$ cat src/rtl/spart_pkg.sv
// Shared types and constants for the SPART receive/transmit paths.
package spart_pkg;

  // Receiver frame-tracking states.
  typedef enum logic [2:0] {
    IDLE  = 3'd0,
    START = 3'd1,
    DATA  = 3'd2,
    STOP  = 3'd3,
    BREAK = 3'd4
  } rx_state_t;

  // Ticks per bit period and the tick count at which the start bit is checked.
  localparam int OVERSAMPLE = 16;
  localparam int MID_SAMPLE = OVERSAMPLE / 2 - 1;

  // Default baud divisors for the driver's br_cfg encodings, assuming a
  // 100 MHz system clock: divisor = clk / (OVERSAMPLE * baud) - 1.
  localparam logic [15:0] DIV_4800  = 16'd1301;
  localparam logic [15:0] DIV_9600  = 16'd650;
  localparam logic [15:0] DIV_19200 = 16'd325;
  localparam logic [15:0] DIV_38400 = 16'd162;

  // Map a br_cfg encoding onto its default divisor.
  function automatic logic [15:0] br_divisor(input logic [1:0] br_cfg);
    case (br_cfg)
      2'b00:   br_divisor = DIV_4800;
      2'b01:   br_divisor = DIV_9600;
      2'b10:   br_divisor = DIV_19200;
      default: br_divisor = DIV_38400;
    endcase
  endfunction

endpackage

$ cat src/rtl/spart_rx_if.sv
// Bus-side connection between the SPART bus interface and the receiver.
interface spart_rx_if #(
  parameter int DIV_W = 16
);

  logic [DIV_W-1:0] divisor;
  logic             rd_ack;
  logic [7:0]       rx_data;
  logic             rda;
  logic             frame_err;
  logic             overrun;

  // Bus interface side: supplies the divisor and read acknowledge.
  modport master (
    output divisor,
    output rd_ack,
    input  rx_data,
    input  rda,
    input  frame_err,
    input  overrun
  );

  // Receiver side: returns the byte and status.
  modport slave (
    input  divisor,
    input  rd_ack,
    output rx_data,
    output rda,
    output frame_err,
    output overrun
  );

endinterface

$ cat src/rtl/spart_baud_tick.sv
// Oversampling tick generator: one-cycle tick every divisor+1 clocks.
module spart_baud_tick #(
  parameter int DIV_W = 16
) (
  input  logic             clk,
  input  logic             rst,
  input  logic [DIV_W-1:0] divisor,
  input  logic             realign,
  output logic             tick
);

  logic [DIV_W-1:0] cnt_q;
  logic [DIV_W-1:0] cnt_d;

  // Count down; reload on expiry, or early when the user wants to restart the phase.
  always_comb begin
    cnt_d = cnt_q - DIV_W'(1);
    if (realign || (cnt_q == '0)) begin
      cnt_d = divisor;
    end
  end

  // Counter register; reset loads the current divisor.
  always_ff @(posedge clk) begin
    if (!rst) begin
      cnt_q <= divisor;
    end else begin
      cnt_q <= cnt_d;
    end
  end

  assign tick = (cnt_q == '0);

endmodule

$ cat src/rtl/spart_rx.sv
// SPART receiver: 16x oversampled 8N1 deserialiser with sticky status.
module spart_rx
  import spart_pkg::*;
#(
  parameter int OVERSAMPLE = 16,
  parameter int DIV_W      = 16
) (
  input  logic       clk,
  input  logic       rst,
  input  logic       rxd,
  spart_rx_if.slave  bus
);

  // Last tick count in a bit, and the count just before the start-bit check
  // (the check fires on the tick that brings scnt up to the mid-bit value).
  localparam logic [3:0] LAST_CNT = 4'(OVERSAMPLE - 1);
  localparam logic [3:0] PRE_MID  = 4'(OVERSAMPLE / 2 - 2);

  rx_state_t state_q, state_d;

  logic [1:0] sync_q, sync_d;
  logic [3:0] scnt_q, scnt_d;
  logic [2:0] bcnt_q, bcnt_d;
  logic [7:0] shreg_q, shreg_d;
  logic [7:0] rx_data_q, rx_data_d;
  logic       rda_q, rda_d;
  logic       frame_err_q, frame_err_d;
  logic       overrun_q, overrun_d;

  logic rxs;
  logic tick;
  logic realign;
  logic mid_start;
  logic bit_end;

  spart_baud_tick #(
    .DIV_W (DIV_W)
  ) u_tick (
    .clk     (clk),
    .rst     (rst),
    .divisor (bus.divisor),
    .realign (realign),
    .tick    (tick)
  );

  assign rxs       = sync_q[1];
  assign mid_start = tick && (scnt_q == PRE_MID);
  assign bit_end   = tick && (scnt_q == LAST_CNT);

  // Two-flop synchroniser on the asynchronous serial line.
  always_comb begin
    sync_d = {sync_q[0], rxd};
  end

  // Synchroniser register; idles high so reset never looks like a start bit.
  always_ff @(posedge clk) begin
    if (!rst) begin
      sync_q <= 2'b11;
    end else begin
      sync_q <= sync_d;
    end
  end

  // FSM state register.
  always_ff @(posedge clk) begin
    if (!rst) begin
      state_q <= IDLE;
    end else begin
      state_q <= state_d;
    end
  end

  // FSM next-state logic.
  always_comb begin
    state_d = state_q;
    case (state_q)
      IDLE: begin
        if (!rxs) state_d = START;
      end
      START: begin
        if (mid_start) state_d = rxs ? IDLE : DATA;
      end
      DATA: begin
        if (bit_end && (bcnt_q == 3'd7)) state_d = STOP;
      end
      STOP: begin
        if (bit_end) state_d = rxs ? IDLE : BREAK;
      end
      BREAK: begin
        // A line held low must go high before another start is accepted.
        if (rxs) state_d = IDLE;
      end
      default: state_d = IDLE;
    endcase
  end

  // FSM outputs: counters, shift register, received byte and status flags.
  always_comb begin
    scnt_d      = scnt_q;
    bcnt_d      = bcnt_q;
    shreg_d     = shreg_q;
    rx_data_d   = rx_data_q;
    realign     = 1'b0;
    // A read acknowledge clears all status; completions below override it.
    rda_d       = rda_q & ~bus.rd_ack;
    frame_err_d = frame_err_q & ~bus.rd_ack;
    overrun_d   = overrun_q & ~bus.rd_ack;

    if (tick && (state_q != IDLE) && (state_q != BREAK)) begin
      scnt_d = (scnt_q == LAST_CNT) ? 4'd0 : scnt_q + 4'd1;
    end

    case (state_q)
      IDLE: begin
        if (!rxs) begin
          scnt_d  = 4'd0;
          realign = 1'b1;
        end
      end
      START: begin
        if (mid_start && !rxs) begin
          scnt_d = 4'd0;
          bcnt_d = 3'd0;
        end
      end
      DATA: begin
        if (bit_end) begin
          // LSB arrives first, so shift right from the top.
          shreg_d = {rxs, shreg_q[7:1]};
          bcnt_d  = bcnt_q + 3'd1;
        end
      end
      STOP: begin
        if (bit_end) begin
          if (rxs) begin
            if (!rda_q || bus.rd_ack) begin
              rx_data_d = shreg_q;
              rda_d     = 1'b1;
            end else begin
              overrun_d = 1'b1;
            end
          end else begin
            frame_err_d = 1'b1;
          end
        end
      end
      default: begin
      end
    endcase
  end

  // Datapath registers; a reset abandons any frame in progress.
  always_ff @(posedge clk) begin
    if (!rst) begin
      scnt_q      <= 4'd0;
      bcnt_q      <= 3'd0;
      shreg_q     <= 8'h00;
      rx_data_q   <= 8'h00;
      rda_q       <= 1'b0;
      frame_err_q <= 1'b0;
      overrun_q   <= 1'b0;
    end else begin
      scnt_q      <= scnt_d;
      bcnt_q      <= bcnt_d;
      shreg_q     <= shreg_d;
      rx_data_q   <= rx_data_d;
      rda_q       <= rda_d;
      frame_err_q <= frame_err_d;
      overrun_q   <= overrun_d;
    end
  end

  assign bus.rx_data   = rx_data_q;
  assign bus.rda       = rda_q;
  assign bus.frame_err = frame_err_q;
  assign bus.overrun   = overrun_q;

endmodule

$ cat src/flat_wrapper.sv
// flat-port wrapper written by rule: the top's interface ports become plain ports
module spart_rx_flat import spart_pkg::*;
#(
  parameter int OVERSAMPLE = 16,
  parameter int DIV_W      = 16
)
  (clk, rst, rxd, bus_divisor, bus_rd_ack, bus_rx_data, bus_rda, bus_frame_err, bus_overrun);
  spart_rx_if #(.DIV_W(DIV_W)) bus_i ();
  input  logic clk;
  input  logic rst;
  input  logic rxd;
  input wire logic [$bits(bus_i.divisor)-1:0] bus_divisor;
  input wire logic [$bits(bus_i.rd_ack)-1:0] bus_rd_ack;
  output wire logic [$bits(bus_i.rx_data)-1:0] bus_rx_data;
  output wire logic [$bits(bus_i.rda)-1:0] bus_rda;
  output wire logic [$bits(bus_i.frame_err)-1:0] bus_frame_err;
  output wire logic [$bits(bus_i.overrun)-1:0] bus_overrun;
  assign bus_i.divisor = bus_divisor;
  assign bus_i.rd_ack = bus_rd_ack;
  assign bus_rx_data = bus_i.rx_data;
  assign bus_rda = bus_i.rda;
  assign bus_frame_err = bus_i.frame_err;
  assign bus_overrun = bus_i.overrun;
  spart_rx #(.OVERSAMPLE(OVERSAMPLE), .DIV_W(DIV_W)) u_core (.clk(clk), .rst(rst), .rxd(rxd), .bus(bus_i));
endmodule
$ cat config.mk
export PLATFORM = sky130hd
export DESIGN_NAME = spart_rx_flat
export DESIGN_NICKNAME = d
export VERILOG_FILES = /design/src/rtl/spart_pkg.sv /design/src/rtl/spart_rx_if.sv /design/src/rtl/spart_baud_tick.sv /design/src/rtl/spart_rx.sv /design/src/flat_wrapper.sv
export SDC_FILE = /design/constraint.sdc
export NUM_CORES = 1
export LEC_CHECK = 0
export BUFFER_PORTS_ARGS = -buffer_cell sky130_fd_sc_hd__buf_2
export CAP_MARGIN = 20
export CORE_AREA = 2 2 67 69
export CTS_CLUSTER_SIZE = 10
export DETAILED_ROUTE_END_ITERATION = 12
export DIE_AREA = 0 0 69 71
export GPL_TIMING_DRIVEN = 0
export PLACE_DENSITY = 0.78
export SLEW_MARGIN = 20
export SYNTH_ARGS = -nofsm -noshare
export SYNTH_HDL_FRONTEND = slang
export SYNTH_HIERARCHICAL = 1
export SYNTH_SLANG_ARGS = --single-unit
$ cat constraint.sdc
create_clock -name clk -period 4.4 [get_ports clk]
set_clock_uncertainty 0.15 [all_clocks]
set_input_delay 0.88 -clock clk [delete_from_list [all_inputs] [get_ports clk]]
set_output_delay 0.88 -clock clk [all_outputs]
set_load 0.03 [all_outputs]
==> results.json, run 1 <==
{
  "status": "completed",
  "cts_tree": "yes",
  "reg2reg_from": "u_core/u_tick/cnt_q[0]",
  "hp-class": "reg2reg",
  "gp_congestion": 0.773,
  "htree_num_levels": 2,
  "cp-end-kind": "flip-flop",
  "ys_async_sr_fraction_pct": 0,
  "power.leakage_nw": 1.06,
  "hold_start": "u_core/sync_q[0]",
  "die_area_um2": 4900,
  "io_pins": 31,
  "final_antenna_net_count": 0,
  "place_hpwl_mm": 3.15,
  "postPlaceCellArea_um2": 2540,
  "insertedDiodeCount": 0,
  "drv_slew": 0,
  "fin_tns_setup_ns": 0,
  "post-synth-top-area-fraction_pct": 40.5,
  "peakVddDrop_mv": 0.246,
  "reg2reg_depth": 9,
  "max_freq_ghz": 0.369,
  "drc": 0,
  "cp_max_fo": 10,
  "tightestPinTransition_ns": 0.991,
  "crit_type": "reg2reg",
  "final_cell_mix": "47 x dfxtp_1, 32 x buf_2, 21 x nand2_1",
  "nFillCells": 367,
  "synthesis.nets": 259,
  "ctsResizeCount": 0,
  "clockBufferDepth": 2,
  "comb_power_share_pct": 11.9,
  "areaGrowthSynthToFinish_pct": 13.3,
  "cts_num_sinks": 47,
  "overflow": 0,
  "ys_seq_area_share_pct": 40.5,
  "grt_antenna_before_repair": 0,
  "vias_per_cell": 5.53,
  "initialDrtViolationCount": 102,
  "vias": 1793,
  "die_h_um": 71,
  "cts_root_buf": "clkbuf_8",
  "cts_setup_buffers": 0,
  "ys_ff_latch": 47,
  "syn_inst": 234,
  "power_density_nw_per_um2": 319,
  "synthesis.area_um2": 2320,
  "rsz0062_at_grt": "no",
  "seqPwrFrac_pct": 56.6,
  "layout_commonest_cell": "dfxtp_1",
  "ys_types": 53,
  "final-setup-viol-count": 0,
  "wire_per_inst_um": 13.1,
  "core_um2": 4200,
  "timing.final.crit_period_ns": 2.71,
  "synth_area_leader_cell": "dfxtp_1",
  "fin_crit_sh_pct": 61.5,
  "clk_pin_slew_worst_paths_ns": 0.09,
  "place_inst": 316,
  "startpoint": "u_core/u_tick/cnt_q[0]",
  "portBuffers": 30,
  "layout-drive-gt1-share_pct": 27.2,
  "die_w_um": 69,
  "synth_edf_count": 0,
  "finalWirelength_mm": 4.26,
  "hold_violations": 0,
  "insertion_delay_ns": 0.30,
  "initial_core_util_pct": 55.2,
  "grt_util_all_layers_pct": 18.5,
  "p_int_mw": 0.619,
  "synth_area_leaders": "dfxtp_1 41%, mux2_4 5.8%, mux2i_1 4.7%",
  "power.share.clock_pct": 31.5,
  "yosysWarnings": 6,
  "row_count": 24,
  "maxCapViolCount": 0,
  "first_global_vias": 1760,
  "stdcell_count": 324,
  "start_kind": "flip-flop",
  "min_path_cells": 1,
  "slew_headroom_pct": 33.3,
  "synth_area_per_cell_um2": 9.92,
  "cts_hold_buf": 0,
  "fin_nets": 296,
  "cp.arrival_ns": 2.74,
  "numCtsBuffers": 5,
  "p_sw_mw": 0.219,
  "drt_pass1_iterations": 4,
  "fin_area_um2": 2630,
  "grt_pass1_wl_mm": 7.48,
  "synthFlopType": "dfxtp_1",
  "required_ns": 4.43,
  "whs_ns": 0.277,
  "p_sw_share_pct": 26.2,
  "grt_max_degree": 17
}
[critical path: stages, from the launching register on]
cell,delay (ns)
dfxtp_1,0.33
inv_1,0.08
ha_1,0.21
nor3b_2,0.42
nand2_2,0.15
nor3_1,0.17
buf_4,0.21
nand4b_1,0.24
a2111oi_4,0.52
a2111oi_0,0.10
[flip-flops by register name, indices dropped and copies added (netlist names)]
name and cells:
u_core/bus.frame_err 1, u_core/bus.overrun 1, u_core/bus.rx_data 8, u_core/bus.rda 1, u_core/state_q 3, u_core/u_tick/cnt_q 16, u_core/sync_q 2, u_core/scnt_q 4
u_core/shreg_q 8, u_core/bcnt_q 3
[synthesized netlist by cell type, types with 2 or more instances]
cell type / count
a21oi_1: 10
a31oi_1: 2
buf_2: 2
buf_4: 2
clkbuf_1: 5
dfxtp_1: 47
ha_1: 5
inv_1: 11
mux2_2: 6
mux2_4: 9
mux2i_1: 11
nand2_1: 21
nand2_2: 2
nand2b_1: 6
nand3_1: 13
nand3b_1: 2
nand4_1: 5
nor2_1: 7
nor3_1: 7
nor4_1: 4
o211ai_1: 2
o21a_1: 2
o21ai_0: 9
o22ai_1: 3
xnor2_1: 11
xor2_1: 3
[stage by stage]
step / utilization (%) / worst slack [ns] / total power [mW]
floorplan: - / 2.10 / 0.557
global placement: 60.4 / 1.80 / 0.579
detailed placement: 60.4 / 1.69 / 0.585
CTS: 62.6 / 1.67 / 0.851
global route: 62.6 / 1.55 / 0.879
finish: 62.6 / 1.69 / 0.838
[final timing paths]
kind	slack, ns	endpoint
worst min-delay path	0.28	u_core/sync_q[1]
worst min register to register	0.28	u_core/sync_q[1]
worst max-delay path	1.69	u_core/scnt_q[1]
worst max register to register	1.69	u_core/scnt_q[1]
[power groups by stage]
stage / Sequential (mW) / Combinational (mW) / Clock (mW)
after global placement: 0.483 / 0.0961 / 0
after floorplan: 0.479 / 0.0775 / 0
after CTS: 0.475 / 0.101 / 0.275
after global routing: 0.479 / 0.112 / 0.288
after detailed placement: 0.484 / 0.101 / 0
final: 0.475 / 0.0998 / 0.264
[cell families after synthesis]
kind of cell             count (synthesis)  share of synthesized area (%)
flip-flops                              47                           40.5
adder cells (fa/ha/maj)                  5                           2.69
XOR/XNOR                                14                           5.28
AO/OA/AOI/OAI                           38                           12.2
AND/OR/NAND/NOR                         82                           20.9
buffers and inverters                   22                           5.01
multiplexers                            26                           13.5
[cell type report]
type                       count  area [um2]  share of cell area [%]
tap                           52        65.1                    2.47
clock buffer                   5        68.8                    2.62
clock inverter                 3        23.8                   0.904
sequential                    47         941                    35.8
buffer                        11        75.1                    2.85
inverter                      11        41.3                    1.57
multi-input combinational    165        1260                    48.1
timing repair buffer          30         150                    5.71
[layer usage]
metal  up-vias  global-route usage, %  routed length [um]
li1        915                      -                   -
met1       829                   20.9                1810
met2        41                   33.5                2200
met3         8                   4.99                 181
met4         0                   6.32                  57
met5         -                      0                   0
(Power assumes the default switching activity.)
==> run 2: changes to the inputs <==
Clock period 4.4 ns to 2.8 ns, I/O delays scaled along.
==> run 2 against run 1 <==
  * Worst hold slack unchanged
  * Sequential share of layout area down 0.085 points
  * Largest cell class unchanged
  * Maximum frequency grew 3.4%
  * Largest power group unchanged
==> results.json, run 2 (synthesis gave the netlist of run 1 again) <==
{
  "status": "completed",
  "top_register": "u_core/u_tick/cnt_q",
  "seq_area_um2": 941,
  "power_density_nw_per_um2": 501,
  "htree_num_levels": 2,
  "nFillCells": 368,
  "slew_headroom_pct": 33.3,
  "vias_per_cell": 5.54,
  "reg2reg_depth": 9,
  "initial_core_util_pct": 55.2,
  "first_global_vias": 1760,
  "die_w_um": 69,
  "power.leakage_nw": 1.06,
  "cts_num_sinks": 47,
  "timing.final.crit_period_ns": 2.62,
  "start_kind": "flip-flop",
  "drv_slew": 0,
  "setup_ws_ns": 0.182,
  "cts_root_buf": "clkbuf_8",
  "rsz0062_at_grt": "no",
  "core_um2": 4200,
  "layout-drive-gt1-share_pct": 27.2,
  "die_h_um": 71,
  "worst_r2r_endpoint": "u_core/scnt_q[1]",
  "reg2reg_from": "u_core/u_tick/cnt_q[0]",
  "cts_tree": "yes",
  "whs_ns": 0.277,
  "vias": 1794,
  "portBuffers": 30,
  "grt_antenna_before_repair": 0,
  "row_count": 24,
  "drc": 0,
  "wire_per_inst_um": 13.1,
  "dp_slack_ns": 0.0909,
  "crit_type": "reg2reg",
  "fin_crit_sh_pct": 93.5,
  "dr_wl_met3_um": 181,
  "met2_length_mm": 2.20,
  "grt_pass1_wl_mm": 7.48,
  "hold_start": "u_core/sync_q[0]",
  "cp-end-kind": "flip-flop",
  "finalWirelength_mm": 4.25,
  "grt_util_all_layers_pct": 18.5,
  "final-setup-viol-count": 0,
  "die_area_um2": 4900,
  "hold_violations": 0,
  "fin_nets": 296,
  "maxCapViolCount": 0,
  "drt_pass1_iterations": 4,
  "clockBufferDepth": 2,
  "largest_reg_flops": 16,
  "peakVddDrop_mv": 0.386,
  "min_path_cells": 1,
  "rrSetupSlack_ns": 0.18,
  "initialDrtViolationCount": 119,
  "areaGrowthSynthToFinish_pct": 13.5,
  "insertedDiodeCount": 0,
  "hold_end": "u_core/sync_q[1]",
  "numCtsBuffers": 5,
  "max_freq_ghz": 0.382,
  "cp.arrival_ns": 2.65,
  "overflow": 0,
  "grt_max_degree": 17,
  "cts_setup_buffers": 0,
  "top_layer": "met4",
  "multi_input_area_um2": 1270,
  "insertion_delay_ns": 0.30,
  "fin_tns_setup_ns": 0,
  "met1Wirelength_mm": 1.80,
  "io_pins": 31,
  "place_hpwl_mm": 3.15,
  "cp_max_fo": 10,
  "final_cell_mix": "47 x dfxtp_1, 32 x buf_2, 21 x nand2_1",
  "layout_commonest_cell": "dfxtp_1",
  "hp-class": "reg2reg",
  "clk_pin_slew_worst_paths_ns": 0.09,
  "final_antenna_net_count": 0,
  "gp_congestion": 0.773,
  "required_ns": 2.83,
  "tightestPinTransition_ns": 0.991
}
## run 2: changes by cell type in the layout (fill, tap and decap cells not counted)
cell,previous run,this run
nor3b_2,1,0
nor3b_4,0,1
## run 2: cell type report
class / count / area share, %
clock inverter: 3 / 0.902
tap: 52 / 2.47
clock buffer: 5 / 2.61
buffer: 11 / 2.85
multi-input combinational: 165 / 48.2
sequential: 47 / 35.7
inverter: 11 / 1.57
timing repair buffer: 30 / 5.70
## run 2: per-stage QoR
step | util, % | total power, mW | instances | cell area (um2)
6_report | 62.7 | 1.32 | 324 | 2640
5_1_grt | 62.7 | 1.39 | 324 | 2640
4_1_cts | 62.6 | 1.34 | 324 | 2630
3_5_place_dp | 60.4 | 0.919 | 316 | 2540
3_3_place_gp | 60.4 | 0.910 | 316 | 2540
2_1_floorplan | - | 0.875 | 234 | 2320
## run 2: worst max path at each step
| stage | startpoint | end | depth (start not counted) |
|---|---|---|---|
| 2_1_floorplan | u_core/u_tick/cnt_q[0] | u_core/scnt_q[1] | 9 |
| 6_report | u_core/u_tick/cnt_q[0] | u_core/scnt_q[1] | 9 |
| 5_1_grt | u_core/u_tick/cnt_q[4] | u_core/scnt_q[1] | 7 |
| 3_3_place_gp | u_core/u_tick/cnt_q[0] | u_core/scnt_q[1] | 9 |
| 3_5_place_dp | u_core/u_tick/cnt_q[0] | u_core/scnt_q[1] | 9 |
| 4_1_cts | u_core/u_tick/cnt_q[0] | u_core/scnt_q[1] | 9 |
## run 2: per-layer routing
layer / GRT usage [%] / vias to the layer above
met3: 4.99 / 8
met5: 0 / -
met4: 6.32 / 0
li1: - / 915
met2: 33.5 / 41
met1: 20.9 / 830
## run 2: repair_timing
action                                  4_1_cts  5_1_grt
endpoints found under the setup margin        0        4
gates resized for setup                       0        1
hold buffers                                  0        0
## run 2: worst max-delay path: stages (launching register included)
cell and delay [ns]:
dfxtp_1 0.33, inv_1 0.08, ha_1 0.21, nor3b_4 0.34, nand2_2 0.14, nor3_1 0.17
buf_4 0.21, nand4b_1 0.24, a2111oi_4 0.52, a2111oi_0 0.10
## run 2: power breakdown
group          switching [mW]  total, mW  internal [mW]
registers              0.0439      0.748          0.704
logic                  0.0672      0.158         0.0913
clock network           0.236      0.414          0.179
==> run 3: changes to the inputs <==
--- a/config.mk
+++ b/config.mk
@@ -7,2 +7,3 @@
 export LEC_CHECK = 0
+export ABC_CLOCK_PERIOD_IN_PS = 2800
 export BUFFER_PORTS_ARGS = -buffer_cell sky130_fd_sc_hd__buf_2
==> constraint.sdc (replaced) <==
create_clock -name clk -period 2.8 [get_ports clk]
set_clock_uncertainty 0.15 [all_clocks]
set_input_delay 0.14 -clock clk [delete_from_list [all_inputs] [get_ports clk]]
set_output_delay 0.14 -clock clk [all_outputs]
set_load 0.03 [all_outputs]
==> run 3 against run 2 <==
  * First-iteration DRC count decreased by 19%
  * Largest cell class unchanged
  * Critical endpoint unchanged
  * Clock-buffer cell count unchanged
  * Sequential share of layout area fell by 2.3 points
  * Total power is 1.5% higher
==> results.json, run 3 (synthesis gave the netlist of run 1 again) <==
{
  "status": "completed",
  "comb_power_share_pct": 13.3,
  "postPlaceCellArea_um2": 2540,
  "portBuffers": 30,
  "clockBufferDepth": 2,
  "cp-end-kind": "flip-flop",
  "final_cell_mix": "47 x dfxtp_1, 32 x buf_2, 21 x nand2_1",
  "cpPeakStageDelay_ns": 0.52,
  "die_h_um": 71,
  "largest_reg_flops": 16,
  "numCtsBuffers": 5,
  "core_um2": 4200,
  "top_register": "u_core/u_tick/cnt_q",
  "initialDrtViolationCount": 96,
  "required_ns": 2.83,
  "tightestPinTransition_ns": 1.02,
  "start_kind": "flip-flop",
  "cts_root_buf": "clkbuf_8",
  "htree_num_levels": 2,
  "power_density_nw_per_um2": 476,
  "cts_num_sinks": 47,
  "timing.final.crit_period_ns": 2.61,
  "finalWirelength_mm": 4.44,
  "total_power_mw": 1.34,
  "grt_antenna_before_repair": 0,
  "whs_ns": 0.0539,
  "p_int_mw": 0.990,
  "grt_pass1_wl_mm": 7.85,
  "io_pins": 31,
  "fin_tns_setup_ns": 0,
  "insertedDiodeCount": 0,
  "row_count": 24,
  "fin_nets": 314,
  "place_hpwl_mm": 3.15,
  "cp_max_fo": 10,
  "grt_max_degree": 17,
  "final-setup-viol-count": 0,
  "hold_violations": 0,
  "layout-drive-gt1-share_pct": 25.5,
  "maxCapViolCount": 0,
  "layout_commonest_cell": "dfxtp_1",
  "first_global_vias": 1846,
  "gp_congestion": 0.773,
  "cts_setup_buffers": 0,
  "initial_core_util_pct": 55.2,
  "power.share.clock_pct": 30.9,
  "nFillCells": 355,
  "areaGrowthSynthToFinish_pct": 21.3,
  "fin_crit_sh_pct": 93.3,
  "cp.arrival_ns": 2.64,
  "final_antenna_net_count": 0,
  "hp-class": "in2reg",
  "wire_per_inst_um": 13.0,
  "die_w_um": 69,
  "p_sw_share_pct": 26.2,
  "max_freq_ghz": 0.383,
  "rsz0062_at_grt": "no",
  "power.leakage_nw": 1.14,
  "fin_area_um2": 2820,
  "vias": 1848,
  "overflow": 0,
  "drt_pass1_iterations": 4,
  "peakVddDrop_mv": 0.391,
  "cts_tree": "yes",
  "vias_per_cell": 5.40,
  "die_area_um2": 4900,
  "crit_type": "reg2reg",
  "p_sw_mw": 0.351,
  "clk_pin_slew_worst_paths_ns": 0.09,
  "seqPwrFrac_pct": 55.8,
  "path_cells": "inv_1 > ha_1 > nor3b_4 > nand2_2 > nor3_1 > buf_4 > nand4b_1 > a2111oi_4 > a2111oi_0",
  "grt_util_all_layers_pct": 19.3,
  "drc": 0,
  "insertion_delay_ns": 0.30,
  "drv_slew": 0,
  "slew_headroom_pct": 31.1,
  "critPathSlowestCell": "a2111oi_4"
}
-- run 3: cell count changes in the layout (fill, tap and decap cells not counted) --
cell and delta:
dlygate4sd3_1 +18
-- run 3: layout make-up --
cell class / count / area (um2) / area share [%]
inverter: 11 / 41.3 / 1.47
clock buffer: 5 / 68.8 / 2.44
tap: 52 / 65.1 / 2.31
sequential: 47 / 941 / 33.4
timing repair buffer: 48 / 330 / 11.7
clock inverter: 3 / 23.8 / 0.844
multi-input combinational: 165 / 1270 / 45.1
buffer: 11 / 75.1 / 2.67
-- run 3: power groups by stage --
stage / Combinational [mW] / Sequential [mW] / Clock, mW
final: 0.178 / 0.748 / 0.414
after floorplan: 0.122 / 0.753 / 0
after global placement: 0.151 / 0.759 / 0
after detailed placement: 0.158 / 0.761 / 0
after CTS: 0.178 / 0.746 / 0.432
after global routing: 0.198 / 0.755 / 0.453
-- run 3: path summary, 6_finish.rpt --
| path | startpoint | to | slack (ns) | cells past startpoint |
|---|---|---|---|---|
| setup / recovery | u_core/u_tick/cnt_q[0] | u_core/scnt_q[1] | 0.19 | 9 |
| hold / removal | rst | u_core/state_q[0] | 0.05 | 3 |
| setup reg to reg | u_core/u_tick/cnt_q[0] | u_core/scnt_q[1] | 0.19 | 9 |
| hold reg to reg | u_core/sync_q[0] | u_core/sync_q[1] | 0.28 | 1 |
-- run 3: metrics by stage --
step	util, %	cells	setup WS [ns]
floorplan	-	234	0.499
global placement	60.4	316	0.203
detailed placement	60.4	316	0.0909
CTS	66.8	342	0.0689
global route	67.0	342	0.0327
finish	67.0	342	0.188
-- run 3: timing repair --
action,in CTS,in global routing
setup endpoints to repair,0,4
hold buffers,18,0
resized for setup,0,1
endpoints found under the hold margin,19,0
-- run 3: routing by layer --
layer  track usage, %  routed length [um]
met5                0                   0
met4             6.32                  57
met3             5.13                 179
met2             35.6                2330
met1             21.7                1870
-- run 3: critical path, delay by kind of cell (launching register included) --
family / cells / cell delay (ns)
adders and majority gates: 1 / 0.21
and+or+nand+nor: 4 / 0.89
AOI/OAI and AO/OA: 2 / 0.62
buffers and inverters: 2 / 0.29
DFF: 1 / 0.33
